==> src/rtl/acq_sequencer.sv <==
//------------------------------------------------------------------------------
// Module      : acq_sequencer
// Description : Acquisition master sequencer. On start it loads the AGC DAC
//               level over SPI, waits for the analog chain to settle, loads the
//               control word into both I/Q ADC interfaces and then enables
//               acquisition for a programmed sample count or until stopped.
// Revision    : 1.0 - initial release
//------------------------------------------------------------------------------
`default_nettype none

module acq_sequencer #(
   parameter int unsigned AGC_SETTLE   = 1000,
   parameter int unsigned CTRL_SETTLE  = 100,
   parameter int unsigned TIMEOUT      = 4096,
   parameter int unsigned CNT_W        = 32,
   parameter logic [11:0] AGC_DEFAULT  = 12'h555,
   parameter logic [9:0]  CTRL_DEFAULT = 10'b0000100100
) (
   input  logic             clk,
   input  logic             arstn,
   input  logic             start,
   input  logic             stop,
   input  logic [11:0]      cfg_agc,
   input  logic [9:0]       cfg_ctrlword,
   input  logic [CNT_W-1:0] cfg_nsamples,
   input  logic             agc_busy,
   input  logic             adc_mbusy_i,
   input  logic             adc_mbusy_q,
   input  logic             sample_valid,
   output logic [11:0]      agc_data,
   output logic             agc_load,
   output logic [9:0]       adc_ctrlword,
   output logic             adc_ldctrl,
   output logic             adc_enable,
   output logic [CNT_W-1:0] sample_cnt,
   output logic             busy,
   output logic             done,
   output logic             err
);

   localparam logic [2:0] c_IDLE       = 3'd0;
   localparam logic [2:0] c_AGC_LOAD   = 3'd1;
   localparam logic [2:0] c_AGC_WAIT   = 3'd2;
   localparam logic [2:0] c_AGC_SETTLE = 3'd3;
   localparam logic [2:0] c_CFG_LOAD   = 3'd4;
   localparam logic [2:0] c_CFG_WAIT   = 3'd5;
   localparam logic [2:0] c_RUN        = 3'd6;
   localparam logic [2:0] c_STOP       = 3'd7;

   // One shared timer covers both the AGC settle and the control settle+timeout
   // window; it never has to count past the larger of the two.
   localparam int unsigned TW = $clog2(AGC_SETTLE + CTRL_SETTLE + TIMEOUT + 2);

   localparam logic [TW-1:0] c_AS_LAST = TW'(AGC_SETTLE - 1);
   localparam logic [TW-1:0] c_CS_LAST = TW'(CTRL_SETTLE - 1);
   localparam logic [TW-1:0] c_TO_LAST = TW'(CTRL_SETTLE + TIMEOUT - 1);

   logic [2:0]       state_q, state_d;
   logic [TW-1:0]    tmr_q, tmr_d;
   logic [CNT_W-1:0] nsamp_q, nsamp_d;
   logic [CNT_W-1:0] cnt_q, cnt_d;
   logic [11:0]      agc_q, agc_d;
   logic [9:0]       ctrl_q, ctrl_d;
   logic             err_q, err_d;
   logic             agc_load_q;
   logic             ldctrl_q;
   logic             enable_q;
   logic             busy_q;
   logic             done_q;

   // Next-state, timer, sample counter and configuration shadow logic.
   always_comb begin
      state_d = state_q;
      tmr_d   = tmr_q;
      nsamp_d = nsamp_q;
      cnt_d   = cnt_q;
      agc_d   = agc_q;
      ctrl_d  = ctrl_q;
      err_d   = err_q;

      case (state_q)
         c_IDLE: begin
            // A start that coincides with stop is treated as cancelled.
            if (start && !stop) begin
               agc_d   = cfg_agc;
               ctrl_d  = cfg_ctrlword;
               nsamp_d = cfg_nsamples;
               cnt_d   = '0;
               err_d   = 1'b0;
               tmr_d   = '0;
               state_d = c_AGC_LOAD;
            end
         end
         c_AGC_LOAD: begin
            tmr_d   = '0;
            state_d = c_AGC_WAIT;
         end
         c_AGC_WAIT: begin
            // The first wait cycle is unconditional so the SPI master has time
            // to raise its busy flag before it is trusted.
            tmr_d = {{(TW-1){1'b0}}, 1'b1};
            if ((tmr_q != '0) && !agc_busy) begin
               tmr_d   = '0;
               state_d = c_AGC_SETTLE;
            end
         end
         c_AGC_SETTLE: begin
            if (tmr_q == c_AS_LAST) begin
               tmr_d   = '0;
               state_d = c_CFG_LOAD;
            end else begin
               tmr_d = tmr_q + 1'b1;
            end
         end
         c_CFG_LOAD: begin
            tmr_d   = '0;
            state_d = c_CFG_WAIT;
         end
         c_CFG_WAIT: begin
            // Both channels must be idle in the same cycle; a late release on
            // the very last timeout cycle still counts as success.
            if ((tmr_q >= c_CS_LAST) && !adc_mbusy_i && !adc_mbusy_q) begin
               state_d = c_RUN;
            end else if (tmr_q == c_TO_LAST) begin
               err_d   = 1'b1;
               state_d = c_STOP;
            end else begin
               tmr_d = tmr_q + 1'b1;
            end
         end
         c_RUN: begin
            if (sample_valid) begin
               if (cnt_q != {CNT_W{1'b1}}) begin
                  cnt_d = cnt_q + 1'b1;
               end
               if ((nsamp_q != '0) && (cnt_d == nsamp_q)) begin
                  state_d = c_STOP;
               end
            end
         end
         c_STOP: begin
            state_d = c_IDLE;
         end
         default: begin
            state_d = c_IDLE;
         end
      endcase

      // A host abort wins over every in-flight transition, including a
      // coincident control-load timeout.
      if (stop && (state_q != c_IDLE) && (state_q != c_STOP)) begin
         err_d   = err_q;
         state_d = c_STOP;
      end
   end

   // State, shadow registers and registered outputs.
   always_ff @(posedge clk or negedge arstn) begin
      if (!arstn) begin
         state_q    <= c_IDLE;
         tmr_q      <= '0;
         nsamp_q    <= '0;
         cnt_q      <= '0;
         agc_q      <= AGC_DEFAULT;
         ctrl_q     <= CTRL_DEFAULT;
         err_q      <= 1'b0;
         agc_load_q <= 1'b0;
         ldctrl_q   <= 1'b0;
         enable_q   <= 1'b0;
         busy_q     <= 1'b0;
         done_q     <= 1'b0;
      end else begin
         state_q    <= state_d;
         tmr_q      <= tmr_d;
         nsamp_q    <= nsamp_d;
         cnt_q      <= cnt_d;
         agc_q      <= agc_d;
         ctrl_q     <= ctrl_d;
         err_q      <= err_d;
         // Load pulses are issued on leaving the load states, so an abort
         // there still lets the pulse go out.
         agc_load_q <= (state_q == c_AGC_LOAD);
         ldctrl_q   <= (state_q == c_CFG_LOAD);
         enable_q   <= (state_d == c_RUN);
         busy_q     <= (state_d != c_IDLE);
         done_q     <= (state_d == c_STOP);
      end
   end

   assign agc_data     = agc_q;
   assign agc_load     = agc_load_q;
   assign adc_ctrlword = ctrl_q;
   assign adc_ldctrl   = ldctrl_q;
   assign adc_enable   = enable_q;
   assign sample_cnt   = cnt_q;
   assign busy         = busy_q;
   assign done         = done_q;
   assign err          = err_q;

endmodule

`default_nettype wire

==> config.mk <==
export PLATFORM = sky130hd
export DESIGN_NAME = acq_sequencer
export DESIGN_NICKNAME = d
export VERILOG_FILES = /design/src/rtl/acq_sequencer.sv
export SDC_FILE = /design/constraint.sdc
export NUM_CORES = 1
export LEC_CHECK = 0
export ABC_CLOCK_PERIOD_IN_PS = 4800
export BUFFER_PORTS_ARGS = -buffer_cell sky130_fd_sc_hd__buf_2
export CAP_MARGIN = 20
export CORE_ASPECT_RATIO = 1.4
export CORE_MARGIN = 2
export CORE_UTILIZATION = 56
export DETAILED_ROUTE_END_ITERATION = 12
export PLACE_DENSITY = 0.86
export SYNTH_ARGS = -nofsm -noshare
export SYNTH_HDL_FRONTEND = slang
export SYNTH_SLANG_ARGS = --single-unit
==> constraint.sdc <==
create_clock -name clk -period 4.8 [get_ports clk]
set_input_delay 0.24 -clock clk [delete_from_list [all_inputs] [get_ports clk]]
set_output_delay 0.24 -clock clk [all_outputs]
set_load 0.01 [all_outputs]
==> key figures <==
Run status
  • Run status: complete, no violations

STA
  • Worst slew pin tran: 0.9583 ns
  • Final Cycle Share: 0.8699
  • Final setup viols: 0
  • Final Skew: 0.008765 ns
  • Max-slew headroom: 0.3591
  • RSZ-0062 raised after global routing: false
  • Fin. Hold Viols: 0
  • Fin. max-slew vios: 0
  • Fmax: roughly 240 MHz
  • Setup tns final: 0 ns
  • Tmin final: 4.176 ns

Synth
  • Top post-synthesis cells by area: dfrtp_1, nand2_1, nor2_1
  • Post-Synth Adder-Cell Area: 0.006010
  • Post-synth EDFFs: 0
  • Synth top area share: 0.4006
  • Number of synthesized register bits: 108
  • Simple logic cell fraction of the synthesized area: 0.3091
  • Largest family of logic cells by synthesized area: simple AND/OR/NAND/NOR gates
  • Distinct cells, synth: 67
  • Seq/Total Area, Yosys: 0.4343
  • Post-synth top area cell: dfrtp_1
  • Synthesized instance count: 760
  • Most frequent cell after synthesis: nand2_1
  • Yosys warns: 0
  • Synthesized area: 6246 sq um
  • Avg Cell Area, Syn: 8.218 sq um
  • Post-synth top cells: nand2_1, dfrtp_1, nor2_1, a21oi_1, clkbuf_1
  • Main synth FF type: dfrtp_1
  • Syn Nets: 825
  • Synth Area in XOR/XNOR: 0.05749
  • Mux cell area share after synthesis: 0.01282
  • Ys async rst share: 1.000
  • Synth Area in Compound Gates: 0.1450

Global routing
  • Grt total ovfl: 0
  • Largest net degree at the start of global routing: 79
  • Vias in the first global route: 5774
  • First-pass GRT wire length: 28.46 mm
  • Initial antenna violation count: 0
  • GRT Total Usage: 0.3026

Setup path
  • Worst endpoint required time: 5.04 ns
  • Worst path arrival time: approximately 4.4 ns
  • Worst Path Max Fanout: 24
  • CP startpoint kind: register
  • Worst Setup End Kind: register
  • Kind of critical path: register to register

Clocking
  • Clock Latency Late Sink: 0.36 ns
  • Total CTS buffers: 9
  • Post-CTS Setup Bufs: 0
  • CTS root buf: clkbuf_16
  • H-tree levels: 3
  • CTS tree: done
  • Worst-path clk slew: 0.08 ns
  • Post-CTS Resized: 0
  • Hold-fix buffers at CTS: 0
  • Max Root-Sink Buffers: 2
  • Sinks on the clock net: 108

Finish
  • Sequential cell area: roughly 2700 sq um
  • Nets@finish: ~930
  • Layout cells sized above 1: 0.2014
  • Ant. Diodes: 0
  • Area Overhead vs Synth: 16.87%
  • Area of the multi-input gates: 3319 sq um
  • Layout fillers: 940

Die
  • Area of the die: 12030 sq um
  • Row count: 45
  • CORE AREA: 10870 sq um
  • Die Ht: ~130 um
  • Initial core utilization: 0.5748
  • Ports: roughly 120
  • Die W: about 93 um

Route
  • DR iter-0 viols: 598
  • Vias: 6207
  • Drt drc: 0
  • Post-route ant nets: 0
  • DR WL/cell: approximately 18 um
  • Vias/cell: about 6.1
  • First-pass DRT Iterations: 6
  • Final WL: 17.89 mm

Power and ir drop
  • Pwr dens: 482.1 nW/um^2
  • Pleak: 3.498 nW
  • Maximum VDD drop: 0.2982 mV
  • Overall power: ~3.5 mW

Place
  • Dpl hpwl: about 13 mm
  • # port buffers: approximately 120
  • GP Congestion: between 0.9 and 1

Flow run
  • Max-cap violations: 0

Worst hold path
  • Hold Path Class: input port to asynchronous set/reset pin
## critical path, cell delays in order, from the launching register on
cell,delay [ns]
dfrtp_1,0.51
ha_1,0.29
nand3_1,0.09
buf_4,0.18
or3_2,0.47
nor3_4,0.80
o221ai_1,0.25
or4_1,0.42
or4_1,0.54
o31a_1,0.34
and2_1,0.15
## worst paths after layout
kind	start	to	slack, ns	cells after the start
worst max-delay path	sample_cnt[0]$_DFFE_PN0P_	adc_enable$_DFF_PN0_	0.62	10
worst min-delay path	arstn	adc_ctrlword[1]$_DFFE_PN0P_	0.02	1
worst max register to register	sample_cnt[0]$_DFFE_PN0P_	adc_enable$_DFF_PN0_	0.62	10
worst min register to register	agc_data[0]$_DFFE_PN1P_	agc_data[0]$_DFFE_PN1P_	0.46	2
max in group asynchronous	arstn	agc_data[8]$_DFFE_PN1P_	3.73	2
min in group clk	cfg_agc[6]	agc_data[6]$_DFFE_PN1P_	0.06	3
## logic make-up after synthesis
logic type,count (synthesis)
and+or+nand+nor,411
AOI/OAI and AO/OA,135
DFF,108
buffers and inverters,54
xor gates and xnor gates,41
muxes,8
adders and majority gates,3
## sequential cells by signal (all words and copies together), names as in the netlist
name,cells
adc_enable,1
err,1
sample_cnt,32
adc_ldctrl,1
adc_ctrlword,10
done,1
nsamp_q,32
agc_data,12
busy,1
tmr_q,13
agc_load,1
state_q,3
## routing by layer
metal	GRT usage	up-vias	routed length, um	share of wire
li1	-	2882	-	-
met1	0.3660	2927	6695	0.37
met2	0.4943	313	8590	0.48
met3	0.05913	85	1479	0.083
met4	0.1903	0	1122	0.063
met5	0	-	0	0
## power by group
| group | switching [mW] | internal (mW) | leakage (nW) | total [mW] |
|---|---|---|---|---|
| clock network | 0.365 | 0.467 | 0.160 | 0.832 |
| registers | 0.362 | 1.19 | 1.39 | 1.55 |
| logic | 0.649 | 0.487 | 1.94 | 1.14 |
## cell usage in the layout, fill, tap and decap left out, drive strengths merged, types with 3 or more instances in the layout
| master | Yosys | routed |
|---|---|---|
| or3 | 14 | 14 |
| inv | 13 | 15 |
| a21o | 3 | 3 |
| clkbuf | 32 | 9 |
| o31ai | 3 | 3 |
| a32oi | 3 | 3 |
| a21oi | 33 | 33 |
| nand2b | 8 | 8 |
| and3 | 12 | 12 |
| o22ai | 4 | 4 |
| nand2 | 206 | 206 |
| and2 | 10 | 10 |
| nor2 | 61 | 61 |
| nor3 | 17 | 17 |
| a211oi | 6 | 6 |
| mux2i | 8 | 8 |
| nor4 | 15 | 15 |
| buf | 9 | 134 |
| ha | 3 | 3 |
| nor2b | 4 | 4 |
| and4 | 6 | 6 |
| xnor2 | 18 | 18 |
| xor2 | 23 | 23 |
| nand4 | 19 | 19 |
| nand3 | 25 | 25 |
| a211o | 4 | 4 |
| or4 | 6 | 6 |
| a31oi | 9 | 9 |
| dfstp | 8 | 8 |
| a311oi | 15 | 15 |
| a221oi | 4 | 4 |
| o21ai | 31 | 31 |
| dfrtp | 100 | 100 |
## layout make-up
| cell class | count | share of cell area |
|---|---|---|
| clock buffer | 9 | 0.03085 |
| clock inverter | 7 | 0.01474 |
| timing repair buffer | 134 | 0.09719 |
| sequential | 108 | 0.3716 |
| multi-input combinational | 598 | 0.4547 |
| inverter | 13 | 0.006685 |
| tap | 141 | 0.02417 |
## per-stage QoR
step	std cells	setup slack [ns]	utilization	hold WS (ns)	instance area (sq um)
after global routing	1010	0.4775	0.6717	0.06134	7300
after detailed placement	994	0.7659	0.6411	0.4315	6967
after CTS	1010	0.6966	0.6717	0.05322	7300
after floorplan	760	1.363	-	-0.05559	6246
after global placement	993	0.8827	0.6401	0.4278	6955
final	1010	0.6243	0.6717	0.01764	7300
No activity file was read; power rests on OpenSTA's default activity.
